[src/rtl/vga_sync_decoder_if.sv]
// Sync inputs from a VGA source and the decoded timing outputs.
// The source/bench side is the master, the decoder is the slave.
interface vga_sync_decoder_if;
  logic       hsync_n;
  logic       vsync_n;
  logic [9:0] x;
  logic [9:0] y;
  logic       active;
  logic       line_start;
  logic       frame_start;
  logic       locked;
  logic [9:0] h_meas;
  logic [9:0] v_meas;
  logic       err;

  modport master (
    output hsync_n, vsync_n,
    input  x, y, active, line_start, frame_start, locked, h_meas, v_meas, err
  );

  modport slave (
    input  hsync_n, vsync_n,
    output x, y, active, line_start, frame_start, locked, h_meas, v_meas, err
  );
endinterface

[src/rtl/vga_sync_decoder.sv]
// Recovers VGA line/frame timing from raw syncs, verifies it against the
// expected totals and reports active-area pixel coordinates once locked.
module vga_sync_decoder #(
  parameter int H_TOTAL     = 800,
  parameter int V_TOTAL     = 525,
  parameter int H_START     = 144,
  parameter int V_START     = 35,
  parameter int H_ACTIVE    = 640,
  parameter int V_ACTIVE    = 480,
  parameter int LOCK_FRAMES = 2
) (
  input logic               clk,
  input logic               rst_n,
  vga_sync_decoder_if.slave sync_if
);
  localparam int HTO = 2 * H_TOTAL;
  localparam int TW  = $clog2(HTO + 1);
  localparam int GW  = $clog2(LOCK_FRAMES + 1) + 1;

  localparam logic [9:0]    H_TOT_L  = 10'(H_TOTAL);
  localparam logic [9:0]    V_TOT_L  = 10'(V_TOTAL);
  localparam logic [9:0]    H_ST_L   = 10'(H_START);
  localparam logic [9:0]    V_ST_L   = 10'(V_START);
  localparam logic [9:0]    H_END_L  = 10'(H_START + H_ACTIVE);
  localparam logic [9:0]    V_END_L  = 10'(V_START + V_ACTIVE);
  localparam logic [TW-1:0] HTO_L    = TW'(HTO);
  localparam logic [GW-1:0] GLOCK_L  = GW'(LOCK_FRAMES);

  typedef enum logic [1:0] {SEARCH, VERIFY, LOCKED} state_t;

  logic r_hs_s1, r_hs_s2, r_hs_e;
  logic r_vs_s1, r_vs_s2, r_vs_e;
  logic w_hfall, w_vfall;

  logic [9:0]    r_h_pos, r_v_pos, r_h_meas, r_v_meas;
  logic [TW-1:0] r_hto;
  logic          r_lbad;
  logic          r_line_start, r_frame_start;

  state_t        r_state;
  logic [GW-1:0] r_gcnt;
  logic          r_locked, r_err;

  logic          r_active;
  logic [9:0]    r_x, r_y;

  logic [9:0] w_h_meas_nxt;
  logic       w_line_bad, w_frame_bad, w_timeout, w_h_in, w_v_in;

  assign w_hfall      = r_hs_e & ~r_hs_s2;
  assign w_vfall      = r_vs_e & ~r_vs_s2;
  assign w_h_meas_nxt = (r_h_pos == 10'h3FF) ? 10'h3FF : r_h_pos + 10'd1;
  assign w_line_bad   = w_hfall && (w_h_meas_nxt != H_TOT_L);
  // The line ending on this very edge still belongs to the frame being judged.
  assign w_frame_bad  = (r_v_pos != V_TOT_L) || r_lbad || w_line_bad;
  assign w_timeout    = (r_hto == HTO_L) && !w_hfall;
  assign w_h_in       = (r_h_pos >= H_ST_L) && (r_h_pos < H_END_L);
  assign w_v_in       = (r_v_pos >= V_ST_L) && (r_v_pos < V_END_L);

  // Sync stage: 2-flop synchronizers plus edge registers, idle high
  always_ff @(posedge clk or negedge rst_n) begin
    if (!rst_n) begin
      r_hs_s1 <= 1'b1; r_hs_s2 <= 1'b1; r_hs_e <= 1'b1;
      r_vs_s1 <= 1'b1; r_vs_s2 <= 1'b1; r_vs_e <= 1'b1;
    end else begin
      r_hs_s1 <= sync_if.hsync_n; r_hs_s2 <= r_hs_s1; r_hs_e <= r_hs_s2;
      r_vs_s1 <= sync_if.vsync_n; r_vs_s2 <= r_vs_s1; r_vs_e <= r_vs_s2;
    end
  end

  // Position / measurement stage; r_hto shadows h_pos without saturating at 1023
  always_ff @(posedge clk or negedge rst_n) begin
    if (!rst_n) begin
      r_h_pos <= '0; r_v_pos <= '0; r_h_meas <= '0; r_v_meas <= '0;
      r_hto <= '0; r_lbad <= 1'b0; r_line_start <= 1'b0; r_frame_start <= 1'b0;
    end else begin
      r_line_start  <= w_hfall;
      r_frame_start <= w_vfall;
      if (w_hfall) begin
        r_h_pos  <= '0;
        r_h_meas <= w_h_meas_nxt;
        r_hto    <= '0;
      end else begin
        if (r_h_pos != 10'h3FF) r_h_pos <= r_h_pos + 10'd1;
        if (r_hto != HTO_L)     r_hto   <= r_hto + TW'(1);
      end
      if (w_vfall) begin
        r_v_pos  <= '0;
        r_v_meas <= r_v_pos;
      end else if (w_hfall && (r_v_pos != 10'h3FF)) begin
        r_v_pos <= r_v_pos + 10'd1;
      end
      if (w_vfall)         r_lbad <= 1'b0;
      else if (w_line_bad) r_lbad <= 1'b1;
    end
  end

  always_ff @(posedge clk or negedge rst_n) begin
    if (!rst_n) begin
      r_state  <= SEARCH;
      r_gcnt   <= '0;
      r_locked <= 1'b0;
      r_err    <= 1'b0;
    end else begin
      r_err <= 1'b0;
      case (r_state)
        SEARCH: if (w_vfall) begin
          r_state <= VERIFY;
          r_gcnt  <= '0;
        end
        VERIFY: begin
          if (w_timeout) r_state <= SEARCH;
          else if (w_vfall) r_gcnt <= w_frame_bad ? '0 : r_gcnt + GW'(1);
          else if (r_gcnt >= GLOCK_L) begin
            r_state  <= LOCKED;
            r_locked <= 1'b1;
          end
        end
        LOCKED: if (w_line_bad || w_timeout || (w_vfall && w_frame_bad)) begin
          r_state  <= SEARCH;
          r_locked <= 1'b0;
          r_err    <= 1'b1;
        end
        default: begin
          r_state  <= SEARCH;
          r_locked <= 1'b0;
        end
      endcase
    end
  end

  // Output stage: active area and coordinates lag h_pos/v_pos by one clock
  always_ff @(posedge clk or negedge rst_n) begin
    if (!rst_n) begin
      r_active <= 1'b0; r_x <= '0; r_y <= '0;
    end else begin
      r_active <= r_locked && w_h_in && w_v_in;
      r_x      <= (r_locked && w_h_in && w_v_in) ? r_h_pos - H_ST_L : '0;
      r_y      <= (r_locked && w_h_in && w_v_in) ? r_v_pos - V_ST_L : '0;
    end
  end

  assign sync_if.x           = r_x;
  assign sync_if.y           = r_y;
  assign sync_if.active      = r_active;
  assign sync_if.line_start  = r_line_start;
  assign sync_if.frame_start = r_frame_start;
  assign sync_if.locked      = r_locked;
  assign sync_if.h_meas      = r_h_meas;
  assign sync_if.v_meas      = r_v_meas;
  assign sync_if.err         = r_err;
endmodule

[src/flat_wrapper.sv]
// flat-port wrapper written by rule: the top's interface ports become plain ports
module vga_sync_decoder_flat 
#(
  parameter int H_TOTAL     = 800,
  parameter int V_TOTAL     = 525,
  parameter int H_START     = 144,
  parameter int V_START     = 35,
  parameter int H_ACTIVE    = 640,
  parameter int V_ACTIVE    = 480,
  parameter int LOCK_FRAMES = 2
)
  (clk, rst_n, sync_if_hsync_n, sync_if_vsync_n, sync_if_x, sync_if_y, sync_if_active, sync_if_line_start, sync_if_frame_start, sync_if_locked, sync_if_h_meas, sync_if_v_meas, sync_if_err);
  vga_sync_decoder_if sync_if_i ();
  input logic clk;
  input logic rst_n;
  input wire logic [$bits(sync_if_i.hsync_n)-1:0] sync_if_hsync_n;
  input wire logic [$bits(sync_if_i.vsync_n)-1:0] sync_if_vsync_n;
  output wire logic [$bits(sync_if_i.x)-1:0] sync_if_x;
  output wire logic [$bits(sync_if_i.y)-1:0] sync_if_y;
  output wire logic [$bits(sync_if_i.active)-1:0] sync_if_active;
  output wire logic [$bits(sync_if_i.line_start)-1:0] sync_if_line_start;
  output wire logic [$bits(sync_if_i.frame_start)-1:0] sync_if_frame_start;
  output wire logic [$bits(sync_if_i.locked)-1:0] sync_if_locked;
  output wire logic [$bits(sync_if_i.h_meas)-1:0] sync_if_h_meas;
  output wire logic [$bits(sync_if_i.v_meas)-1:0] sync_if_v_meas;
  output wire logic [$bits(sync_if_i.err)-1:0] sync_if_err;
  assign sync_if_i.hsync_n = sync_if_hsync_n;
  assign sync_if_i.vsync_n = sync_if_vsync_n;
  assign sync_if_x = sync_if_i.x;
  assign sync_if_y = sync_if_i.y;
  assign sync_if_active = sync_if_i.active;
  assign sync_if_line_start = sync_if_i.line_start;
  assign sync_if_frame_start = sync_if_i.frame_start;
  assign sync_if_locked = sync_if_i.locked;
  assign sync_if_h_meas = sync_if_i.h_meas;
  assign sync_if_v_meas = sync_if_i.v_meas;
  assign sync_if_err = sync_if_i.err;
  vga_sync_decoder #(.H_TOTAL(H_TOTAL), .V_TOTAL(V_TOTAL), .H_START(H_START), .V_START(V_START), .H_ACTIVE(H_ACTIVE), .V_ACTIVE(V_ACTIVE), .LOCK_FRAMES(LOCK_FRAMES)) u_core (.clk(clk), .rst_n(rst_n), .sync_if(sync_if_i));
endmodule
[config.mk]
export PLATFORM = sky130hd
export DESIGN_NAME = vga_sync_decoder_flat
export DESIGN_NICKNAME = d
export VERILOG_FILES = /design/src/rtl/vga_sync_decoder_if.sv /design/src/rtl/vga_sync_decoder.sv /design/src/flat_wrapper.sv
export SDC_FILE = /design/constraint.sdc
export NUM_CORES = 1
export LEC_CHECK = 0
export ABC_AREA = 1
export CORE_MARGIN = 4
export CORE_UTILIZATION = 55
export DETAILED_ROUTE_END_ITERATION = 12
export GPL_TIMING_DRIVEN = 0
export HOLD_SLACK_MARGIN = 0.06
export PLACE_DENSITY = 0.79
export SYNTH_ARGS = -nofsm -noshare
export SYNTH_HDL_FRONTEND = slang
export SYNTH_SLANG_ARGS = --single-unit
[constraint.sdc]
create_clock -name clk -period 3.6 [get_ports clk]
set_clock_uncertainty 0.2 [all_clocks]
set_input_delay 0.72 -clock clk [delete_from_list [all_inputs] [get_ports clk]]
set_output_delay 0.72 -clock clk [all_outputs]
set_load 0.05 [all_outputs]
======== Word-level counts from Yosys, hierarchy flattened ========
Cells that the tools add are included.
word-level totals
  bits in registers ....................... 88
  bits in latches ......................... 0
  memory bits (writable) .................. 0
  ROM bits ................................ 0
  input bits .............................. 4
  output and inout bits ................... 45
  logic and storage cells ................. 105
  memories ................................ 0
operators by class
  add/sub/neg operators ................... 6
  $mul .................................... 0
  div/mod/pow operators ................... 0
  magnitude comparators ................... 5
  equal/unequal tests ..................... 17
  shift operators ......................... 0
  mux-type cells .......................... 29
  bitwise operators ....................... 5
  reduce and logical (&&, ||, !) cells .... 22
operators by type and width
  cell                                                                 number
  2-to-1 mux 10 bit                                                    7
  != test 10 bit (second input constant)                               4
  2-to-1 mux 11 bit                                                    2
  adder 10 x 1 -> 10 bit (second input constant)                       2
  less-than comparator 10 bit (second input constant)                  2
  2-to-1 mux 3 bit                                                     4
  adder 11 x 1 -> 11 bit (second input constant)                       1
  equality test 11 bit (second input constant)                         1
  != test 11 bit (second input constant)                               1
  equality test 10 bit (second input constant)                         1
  greater-or-equal comparator 10 x 6 -> 1 bit (second input constant)  1
  greater-or-equal comparator 10 x 8 -> 1 bit (second input constant)  1
  2-to-1 mux 2 bit                                                     5
  nonzero test 2 bit                                                   5
  subtractor 10 x 6 -> 10 bit (second input constant)                  1
  subtractor 10 x 8 -> 10 bit (second input constant)                  1
  logical AND 1 bit                                                    8
  2-to-1 mux 1 bit                                                     8
  != test 2 x 1 -> 1 bit (second input constant)                       4
  AND reduction 4 bit                                                  2
  case mux 2 bit (3 select lines)                                      1
  case mux 3 bit (2 select lines)                                      1
  AND reduction 5 bit                                                  1
  logical OR 1 bit                                                     4
  12 further kinds                                                     16

======== Logic depth before layout (Yosys ltp) ========
Gate-level depths: netlist of run 1.
  depth after elaboration ................. 9
  mapped depth ............................ 14
  gate-level depth less buffers ........... 13

======== Worst setup path before layout of run 1 ========
OpenSTA, ideal clock, no wires.
  path kind ............................... register to register
  from .................................... register u_core.r_v_pos[0]
  to ...................................... register u_core.r_x[4] (netlist: u_core.sync_if.x[4])
  library setup time ...................... 0.123 ns
  data arrival time ....................... 1.613 ns
  data required time ...................... 3.277 ns
  setup slack ............................. 1.664 ns
  cell stages (with the launch flop) ...... 11
  buffers on the path ..................... 1
  period minus slack after synthesis ...... 1.936 ns
  path through ............................ dfrtp_1 ha_1 nor2_1 nand2_1 nand2_1 nand2_1 nand2_1 nand2_1 nand3_2 buf_4 nor2_1
on the way
  cells in the longest elaborated chain, start to end .. 4
  elaborated cells between the ends (all ways) .. 5
  classes of those cells .................. order compare (2); mux (1); reduce/logical (2)
ends and longest elaborated chain
  what                                                                                        RTL line                 text
  start: declaration                                                                          vga_sync_decoder.sv:35   logic [9:0] r_h_pos, r_v_pos, r_h_meas, r_v_meas;
  start signal: assignment                                                                    vga_sync_decoder.sv:91   r_v_pos <= r_v_pos + 10'd1;
  greater-or-equal comparator 10 x 6 -> 1 bit or less-than comparator 10 bit (tied branches)  vga_sync_decoder.sv:58   assign w_v_in = (r_v_pos >= V_ST_L) && (r_v_pos < V_END_L);
  logical AND 1 bit *                                                                         vga_sync_decoder.sv:58
  logical AND 1 bit *                                                                         vga_sync_decoder.sv:138  r_x <= (r_locked && w_h_in && w_v_in) ? r_h_pos - H_ST_L : '0;
  2-to-1 mux 10 bit *                                                                         vga_sync_decoder.sv:138
  end signal: assignment                                                                      vga_sync_decoder.sv:138
  end: declaration                                                                            vga_sync_decoder.sv:45   logic [9:0] r_x, r_y;
Every way passes the cells marked *; elsewhere a longest branch is shown, timed or not.
A chain may end at the register's enable or synchronous reset.

======== Worst setup path after layout of run 1 ========
  from .................................... register u_core.r_locked (netlist: u_core.sync_if.locked)
  to ...................................... output port sync_if_locked
RTL lines
  what                      RTL line                 text
  start: declaration        vga_sync_decoder.sv:42   logic r_locked, r_err;
  start signal: assignment  vga_sync_decoder.sv:102  r_locked <= 1'b0;
  start signal: assignment  vga_sync_decoder.sv:116  r_locked <= 1'b1;
  start signal: assignment  vga_sync_decoder.sv:121  r_locked <= 1'b0;
  end: declaration          flat_wrapper.sv:23       output wire logic [$bits(sync_if_i.locked)-1:0] sync_if_locked;
No word-level cell between the ends.

==> reports/qor.yml, run 1 <==
status: "finished clean"
yosys_warnings: 0
ctsResizeCount: 0
final_common_cell: "nand2_1"
path_max_fanout: 3
ys_seq_area_frac: 0.545
p_int_mw: 1.51
nets: 527
setup_slack_ns: 1.06
synth_edf_count: 0
setup_viol: 0
rsz0062_at_grt: "no"
drt_iter0_markers: 212
whs_ns: 0.133
wl_met3_um: 418
hpwl_um: 6150
sw_frac_of_total: 0.303
cp.arrival_ns: 1.62
routedWlPerCell_um: 13.7
leakage_nw: 2.32
die_area_mm2: 0.00881
area_growth_pct: 20.2
required_ns: 2.68
syn_nets: 467
drc_errors: 0
drive_gt1_frac: 0.0965
postPlaceCellArea_mm2: 0.00469
pwr-share-clk: 0.302
grt_pass1_wl_um: 14900
fill_cells: 589
ys_seq_elements: 88
stdcell_count: 617
post-route-util: 0.676
design_area_mm2: 0.00487
grt_usage: 0.213
io_pins: 49
cp_num_buf_inv: 1
grt_pass1_vias: 3199
antenna_cells: 0
p_per_area_mw_per_mm2: 446
timing.final.crit_period_ns: 2.54
num_vias: 3242
fmax_mhz: 394
placedCellCount: 601
numCtsBuffers: 9
multi_input_area_mm2: 0.00160
rows: 31
antenna_found_initial: 0
relSlewSlack: 0.634
ys.flop_type: "dfrtp_1"
cts_buffer_depth: 2
cts.sink_count: 88
wl_met1_um: 3820
tightest_slew_ns: 0.549
fin_tns_setup_ns: 0
topRoutingLayerUsed: "met4"
crit_path_start_kind: "register"
viasPerCell: 5.25
synth.avg_cell_area_um2: 8.95
die_w_um: 93.9
power_mw: 2.17
grt_max_degree: 49
hold_buffers: 0
area.sequential_mm2: 0.00221
net-switching-power_mw: 0.660
synthCells: 453
hold_violations: 0
first_pass_iters: 5
period_share: 0.706
hold_path_class: "input port to asynchronous set/reset pin"
maxCapViolations: 0
core_area_mm2: 0.00721
portBuffers: 48
critical-path-max-stage-delay_ns: 0.84
gp_congestion: 0.910
synth-async-reset-ratio: 1.00
htree_levels: 3
crit_chain: "clkdlybuf4s50_1"
final_cell_mix: "nand2_1 (87), dfrtp_1 (82), nor2_1 (56)"
peakVddDrop_v: 0.000249
crit_path_end_kind: "output pin"
crit_type: "register to output pin"
comb_power_share: 0.189
yosysUniqueCellTypes: 38
cp_slowest_cell: "clkdlybuf4s50_1"
die-height_um: 93.9
start_util: 0.562
cts_root_buf: "clkbuf_8"
crit_family: "buffers and inverters"
grt.overflow.total: 0
clk_latency_ns: 0.35
p_seq_frac: 0.508
cts_tree: "yes"
antenna_left: 0
wl_met2_um: 4060
synth.cell_area_mm2: 0.00406
cts_setup_buffers: 0
pre_cts_ws_ns: 1.32
clkSlewWorstSetupHoldPaths_ns: 0.09
slew_violations: 0
totalWireLength_um: 8430
[kinds of logic (layout without fill, tap and decap cells)]
logic type / Yosys count / in the layout / synth area share
AOI/OAI and AO/OA: 71 / 71 / 0.0981
buffers and inverters: 62 / 127 / 0.0601
xor gates and xnor gates: 13 / 13 / 0.0281
and+or+nand+nor: 209 / 209 / 0.238
DFF: 88 / 88 / 0.545
adders and majority gates: 10 / 10 / 0.0308
[layer usage]
layer,up-vias,track usage
li1,1599,-
met1,1541,0.296
met2,89,0.336
met3,13,0.0441
met4,0,0.0698
met5,-,0
[flip-flops by register name, indices dropped and copies added (netlist names)]
register and flops:
u_core.sync_if.frame_start 1, u_core.sync_if.v_meas 10, u_core.r_hs_s1 1, u_core.r_lbad 1, u_core.sync_if.locked 1, u_core.sync_if.x 10, u_core.r_hs_s2 1, u_core.r_hto 11
u_core.r_h_pos 10, u_core.r_vs_s1 1, u_core.r_vs_s2 1, u_core.r_hs_e 1, u_core.sync_if.err 1, u_core.sync_if.h_meas 10, u_core.r_state 2, u_core.r_v_pos 10
u_core.sync_if.line_start 1, u_core.sync_if.active 1, u_core.r_vs_e 1, u_core.sync_if.y 10, u_core.r_gcnt 3
[cell usage after synthesis, types with 2 or more instances]
cell | count | share of area
nand2_1 | 87 | 0.081
dfrtp_1 | 82 | 0.51
nor2_1 | 56 | 0.052
inv_1 | 45 | 0.042
o21ai_0 | 34 | 0.042
nand3_1 | 23 | 0.028
a21oi_1 | 22 | 0.027
nor3_1 | 11 | 0.014
xor2_1 | 11 | 0.024
ha_1 | 10 | 0.031
nand4_1 | 9 | 0.014
clkbuf_1 | 7 | 0.0065
dfstp_2 | 6 | 0.039
nand2_2 | 6 | 0.0093
inv_2 | 4 | 0.0037
a211oi_1 | 3 | 0.0056
a31oi_1 | 3 | 0.0046
buf_4 | 3 | 0.0056
clkinv_1 | 3 | 0.0028
nor3_2 | 3 | 0.0074
nor4_1 | 3 | 0.0046
nand3_2 | 2 | 0.0049
nand3_4 | 2 | 0.0086
nor2_4 | 2 | 0.0056
o21ai_2 | 2 | 0.0043
xnor2_1 | 2 | 0.0043
[power by group through the flow]
| stage | registers (mW) | clock network, mW | logic, mW |
|---|---|---|---|
| floorplan | 1.19 | 0 | 0.214 |
| global placement | 1.12 | 0 | 0.396 |
| detailed placement | 1.12 | 0 | 0.409 |
| CTS | 1.10 | 0.673 | 0.412 |
| global route | 1.11 | 0.719 | 0.460 |
| finish | 1.10 | 0.657 | 0.411 |
[cell type report]
class                      instances  area share
inverter                          52      0.0400
buffer                            10      0.0100
multi-input combinational        303       0.329
clock buffer                      11      0.0270
timing repair buffer              49       0.104
tap                               99      0.0254
clock inverter                     5      0.0118
sequential                        88       0.453
[worst paths after layout]
check                      slack [ns]                  start  depth (start not counted)                  endpoint
setup / recovery                 1.06  u_core.sync_if.locked                          1            sync_if_locked
hold / removal                   0.13                  rst_n                          1  u_core.sync_if.v_meas[6]
setup reg to reg                 1.27      u_core.r_v_pos[0]                         10       u_core.sync_if.x[8]
hold reg to reg                  0.16         u_core.r_vs_s1                          0            u_core.r_vs_s2
max in group asynchronous        2.46                  rst_n                          2         u_core.r_h_pos[5]
min in group clk                 0.16         u_core.r_vs_s1                          0            u_core.r_vs_s2
Note: power is estimated with default switching activity, not from simulation.
==> inputs of run 2 (changes only) <==
- CORE_UTILIZATION: 55 -> 50
- PLACE_DENSITY: 0.79 -> 0.76
- clock period: 3.6 -> 2.16 ns (I/O delays scaled with it)
==> run 2 against run 1 <==
Final cell count rose by 1.8%. Cell area rose by 4.1%. Worst hold slack improved by 0.026 ns. Highest routed layer unchanged. Combinational power rose by 71%. Critical path depth did not move. Global-route usage fell by 3.0 points. Routed wire length rose by 0.59%. Largest cell class unchanged. Total power rose by 76%. Count of clock-buffer cells in the layout fell by 1. Sequential power rose by 68%. Clock power rose by 95%. Die area rose by 9.1%.
==> reports/qor.yml, run 2 (synthesis results as in run 1) <==
fmax_mhz: 473
portBuffers: 48  # unchanged
core_area_mm2: 0.00781  # was 0.00721 mm^2
final_common_cell: "nand2_1"  # unchanged
status: "finished clean"  # unchanged
cp_slowest_cell: "clkdlybuf4s50_1"  # unchanged
clk_latency_ns: 0.35  # about the same
period_share: 0.979
grt.overflow.total: 0  # unchanged
fill_cells: 635  # was 589
antenna_cells: 0  # unchanged
path_max_fanout: 1  # was 3
relSlewSlack: 0.629  # was 0.634
area_growth_pct: 25.0  # was 20.2%
whs_ns: 0.160  # was 0.133 ns
numCtsBuffers: 9  # unchanged
tightest_slew_ns: 0.557  # was 0.549 ns
p_per_area_mw_per_mm2: 755  # was 446 mW/mm^2
cts_root_buf: "clkbuf_8"  # unchanged
drt_iter0_markers: 149  # was 212
final_cell_mix: "nand2_1 (87), dfrtp_1 (77), nor2_1 (54)"  # was nand2_1 (87), dfrtp_1 (82), nor2_1 (56)
die_area_mm2: 0.00962  # was 0.00881 mm^2
drive_gt1_frac: 0.143  # was 0.0965
cts_tree: "yes"  # unchanged
drc_errors: 0  # unchanged
num_vias: 3282  # was 3,242
timing.final.crit_period_ns: 2.12
io_pins: 49  # unchanged
gp_congestion: 0.918  # was 0.910
area.sequential_mm2: 0.00222  # was 0.00221 mm^2
fin_tns_setup_ns: 0  # unchanged
critical-path-max-stage-delay_ns: 0.79  # was 0.84 ns
rows: 32  # was 31
cts_buffer_depth: 2  # unchanged
viasPerCell: 5.23  # was 5.25
die-height_um: 98.1  # was 93.9 um
antenna_found_initial: 0  # unchanged
postPlaceCellArea_mm2: 0.00469  # about the same
antenna_left: 0  # unchanged
peakVddDrop_v: 0.000381  # was 0.000249 V
totalWireLength_um: 8480  # was 8430 um
htree_levels: 3  # unchanged
grt_pass1_vias: 3178  # was 3,199
crit_chain: "clkdlybuf4s50_1"  # unchanged
required_ns: 1.53  # was 2.68 ns
nets: 535  # was 527
largest_register_ffs: 11  # unchanged
crit_path_end_kind: "output pin"  # unchanged
leakage_nw: 2.64  # was 2.32 nW
cts.sink_count: 88  # unchanged
die_w_um: 98.1  # was 93.9 um
first_pass_iters: 5  # unchanged
cp_num_buf_inv: 1  # unchanged
cp.arrival_ns: 1.48  # was 1.62 ns
post-route-util: 0.650  # was 0.676
maxCapViolations: 0  # unchanged
grt_usage: 0.183  # was 0.213
design_area_mm2: 0.00507  # was 0.00487 mm^2
crit_type: "register to output pin"  # unchanged
hold_violations: 0  # unchanged
crit_path_start_kind: "register"  # unchanged
routedWlPerCell_um: 13.5  # was 13.7 um
start_util: 0.520  # was 0.562
slew_violations: 0  # unchanged
grt_pass1_wl_um: 14400  # was 14,900 um
setup_viol: 0  # unchanged
crit_family: "buffers and inverters"  # unchanged
hpwl_um: 6020  # was 6150 um
clkSlewWorstSetupHoldPaths_ns: 0.09  # about the same
grt_max_degree: 48  # was 49
multi_input_area_mm2: 0.00166  # was 0.00160 mm^2
top_register: "u_core.r_hto"  # unchanged
hold_path_class: "register to register"  # was input port to asynchronous set/reset pin
==> run 2: worst register-to-register path, delay by kind of cell, from the launching register on <==
family,cells,cell delay (ns)
simple gates,9,0.95
fa+ha+maj,1,0.16
flops,1,0.41
compound gates,1,0.09
buf+inv,1,0.09
==> run 2: timing repair <==
item                                    CTS  global route
hold buffers                              1             0
gates cloned                              0             0
gates resized for setup                  11            33
pin swaps                                 0             4
buffers inserted                          0             7
endpoints found under the hold margin    35             0
endpoints found under the setup margin   23            50
==> run 2: final timing paths <==
check,startpoint,depth (start not counted),slack (ns),end
worst min register to register,u_core.r_vs_s1,0,0.16,u_core.r_vs_s2
worst max register to register,u_core.r_v_pos[1],12,0.15,u_core.r_v_pos[5]
min in group asynchronous,rst_n,2,0.40,u_core.r_hto[9]
max in group asynchronous,rst_n,3,0.75,u_core.r_h_pos[4]
worst max-delay path,u_core.sync_if.y[2],1,0.04,sync_if_y[2]
worst min-delay path,u_core.r_vs_s1,0,0.16,u_core.r_vs_s2
==> run 2: where the power goes <==
| part | internal (mW) | switching, mW | total, mW |
|---|---|---|---|
| Sequential | 1.76 | 0.0842 | 1.85 |
| Combinational | 0.239 | 0.463 | 0.703 |
| Clock | 0.687 | 0.594 | 1.28 |
==> run 2: layout make-up <==
class,count,share of cell area
sequential,88,0.437
multi-input combinational,303,0.328
timing repair buffer,57,0.117
inverter,52,0.0385
clock buffer,10,0.0271
tap,102,0.0252
clock inverter,6,0.0180
buffer,10,0.00987
==> run 2: layer usage <==
layer	track usage	part of all wire	vias up
met5	0	0	-
met1	0.248	0.45	1557
met3	0.0279	0.052	12
met2	0.294	0.48	102
li1	-	-	1611
met4	0.0767	0.017	0
==> run 2: per-stage QoR <==
stage          total power, mW  instances  setup slack [ns]
6_report                  3.83        628            0.0449
5_1_grt                   4.02        628         -0.000884
4_1_cts                   3.83        621          0.000524
3_5_place_dp              2.55        604            -0.124
3_3_place_gp              2.53        603             -2.57
2_1_floorplan             2.33        453             0.224
==> inputs of run 3 (changes only) <==
- SKIP_CTS_REPAIR_TIMING: unset -> 1
==> run 3 against run 2 <==
Die area unchanged. Cell area is 0.20% higher. Non-clock buffer count decreased by 1. Critical path depth unchanged. Largest power group unchanged. Final cell count fell by 0.16%.
==> reports/qor.yml, run 3 (synthesis results as in run 1) <==
largest_register_ffs: 11  # unchanged
cts_tree: "yes"  # unchanged
grt_max_degree: 48  # unchanged
drt_iter0_markers: 134  # was 149
nets: 534  # was 535
post-route-util: 0.651  # was 0.650
start_util: 0.520  # unchanged
hold_violations: 0  # unchanged
grt.overflow.total: 0  # unchanged
area_growth_pct: 25.3  # was 25.0%
antenna_left: 0  # unchanged
num_vias: 3259  # was 3,282
routedWlPerCell_um: 13.7  # was 13.5 um
stdcell_count: 627  # was 628
top_register: "u_core.r_hto"  # unchanged
relSlewSlack: 0.636  # was 0.629
peakVddDrop_v: 0.000377  # was 0.000381 V
postPlaceCellArea_mm2: 0.00469  # unchanged
final_common_cell: "nand2_1"  # unchanged
status: "finished clean"  # unchanged
p_seq_frac: 0.482  # about the same
p_int_mw: 2.69  # about the same
leakage_nw: 2.73  # was 2.64 nW
drc_errors: 0  # unchanged
cp_slowest_cell: "clkdlybuf4s50_1"  # unchanged
die_area_mm2: 0.00962  # unchanged
design_area_mm2: 0.00508  # was 0.00507 mm^2
gp_congestion: 0.918  # unchanged
first_pass_iters: 5  # unchanged
path_max_fanout: 1  # unchanged
pwr-share-clk: 0.334  # was 0.335
whs_ns: 0.160  # about the same
required_ns: 1.53  # about the same
rows: 32  # unchanged
period_share: 0.978  # was 0.979
tightest_slew_ns: 0.545  # was 0.557 ns
grt_pass1_vias: 3168  # was 3,178
crit_type: "register to output pin"  # unchanged
cts.sink_count: 88  # unchanged
final_cell_mix: "nand2_1 (87), dfrtp_1 (78), nor2_1 (54)"  # was nand2_1 (87), dfrtp_1 (77), nor2_1 (54)
area.sequential_mm2: 0.00221  # was 0.00222 mm^2
drive_gt1_frac: 0.137  # was 0.143
slew_violations: 0  # unchanged
cp_num_buf_inv: 1  # unchanged
grt_pass1_wl_um: 14400  # about the same
totalWireLength_um: 8570  # was 8480 um
clk_latency_ns: 0.35  # about the same
io_pins: 49  # unchanged
setup_viol: 0  # unchanged
cts_root_buf: "clkbuf_8"  # unchanged
die-height_um: 98.1  # unchanged
crit_path_start_kind: "register"  # unchanged
cts_buffer_depth: 2  # unchanged
sw_frac_of_total: 0.298  # about the same
crit_family: "buffers and inverters"  # unchanged
net-switching-power_mw: 1.14  # about the same
p_per_area_mw_per_mm2: 754  # was 755 mW/mm^2
power_mw: 3.83  # about the same
htree_levels: 3  # unchanged
die_w_um: 98.1  # unchanged
portBuffers: 48  # unchanged
fill_cells: 626  # was 635
timing.final.crit_period_ns: 2.11  # was 2.12 ns
hpwl_um: 6020  # unchanged
core_area_mm2: 0.00781  # unchanged
cp.arrival_ns: 1.48  # about the same
antenna_cells: 0  # unchanged
numCtsBuffers: 9  # unchanged
clkSlewWorstSetupHoldPaths_ns: 0.09  # about the same
critical-path-max-stage-delay_ns: 0.79  # about the same
placedCellCount: 604  # unchanged
multi_input_area_mm2: 0.00165  # was 0.00166 mm^2
antenna_found_initial: 0  # unchanged
comb_power_share: 0.184  # about the same
grt_usage: 0.182  # was 0.183
crit_path_end_kind: "output pin"  # unchanged
crit_chain: "clkdlybuf4s50_1"  # unchanged
viasPerCell: 5.20  # was 5.23
maxCapViolations: 0  # unchanged
fmax_mhz: 473  # about the same
hold_path_class: "register to register"  # unchanged
## run 3: area by class of cell
| class | instances | area share |
|---|---|---|
| Sequential cell | 88 | 0.436 |
| Clock inverter | 6 | 0.0180 |
| Buffer | 10 | 0.00985 |
| Multi-Input combinational cell | 303 | 0.325 |
| Inverter | 52 | 0.0384 |
| Tap cell | 102 | 0.0251 |
| Clock buffer | 10 | 0.0271 |
| Timing Repair Buffer | 56 | 0.121 |
## run 3: per-stage QoR
| stage | setup TNS [ns] | worst slack (ns) |
|---|---|---|
| finish | 0 | 0.0470 |
| global route | -0.0302 | -0.0229 |
| CTS | -1.94 | -0.156 |
| detailed placement | -1.31 | -0.124 |
| global placement | -220.98 | -2.57 |
| floorplan | 0 | 0.224 |
## run 3: final timing paths
check | from | slack, ns | depth (start not counted) | endpoint
setup / recovery | u_core.sync_if.x[2] | 0.05 | 1 | sync_if_x[2]
hold / removal | u_core.r_vs_s1 | 0.16 | 0 | u_core.r_vs_s2
setup reg to reg | u_core.r_h_pos[1] | 0.15 | 11 | u_core.r_gcnt[0]
hold reg to reg | u_core.r_vs_s1 | 0.16 | 0 | u_core.r_vs_s2
max in group asynchronous | rst_n | 0.75 | 3 | u_core.r_h_pos[4]
min in group asynchronous | rst_n | 0.40 | 2 | u_core.r_hto[9]
## run 3: layer usage
| metal | vias up | wire length (um) | GRT usage |
|---|---|---|---|
| met4 | 0 | 120 | 0.0767 |
| met3 | 10 | 396 | 0.0279 |
| li1 | 1608 | - | - |
| met2 | 90 | 4200 | 0.289 |
| met5 | - | 0 | 0 |
| met1 | 1551 | 3860 | 0.251 |
## run 3: power groups by stage
stage / Sequential [mW] / Combinational (mW) / Clock [mW]
after floorplan: 1.98 / 0.356 / 0
after global placement: 1.87 / 0.660 / 0
after detailed placement: 1.87 / 0.679 / 0
after CTS: 1.84 / 0.684 / 1.30
after global routing: 1.86 / 0.784 / 1.38
final: 1.85 / 0.706 / 1.28
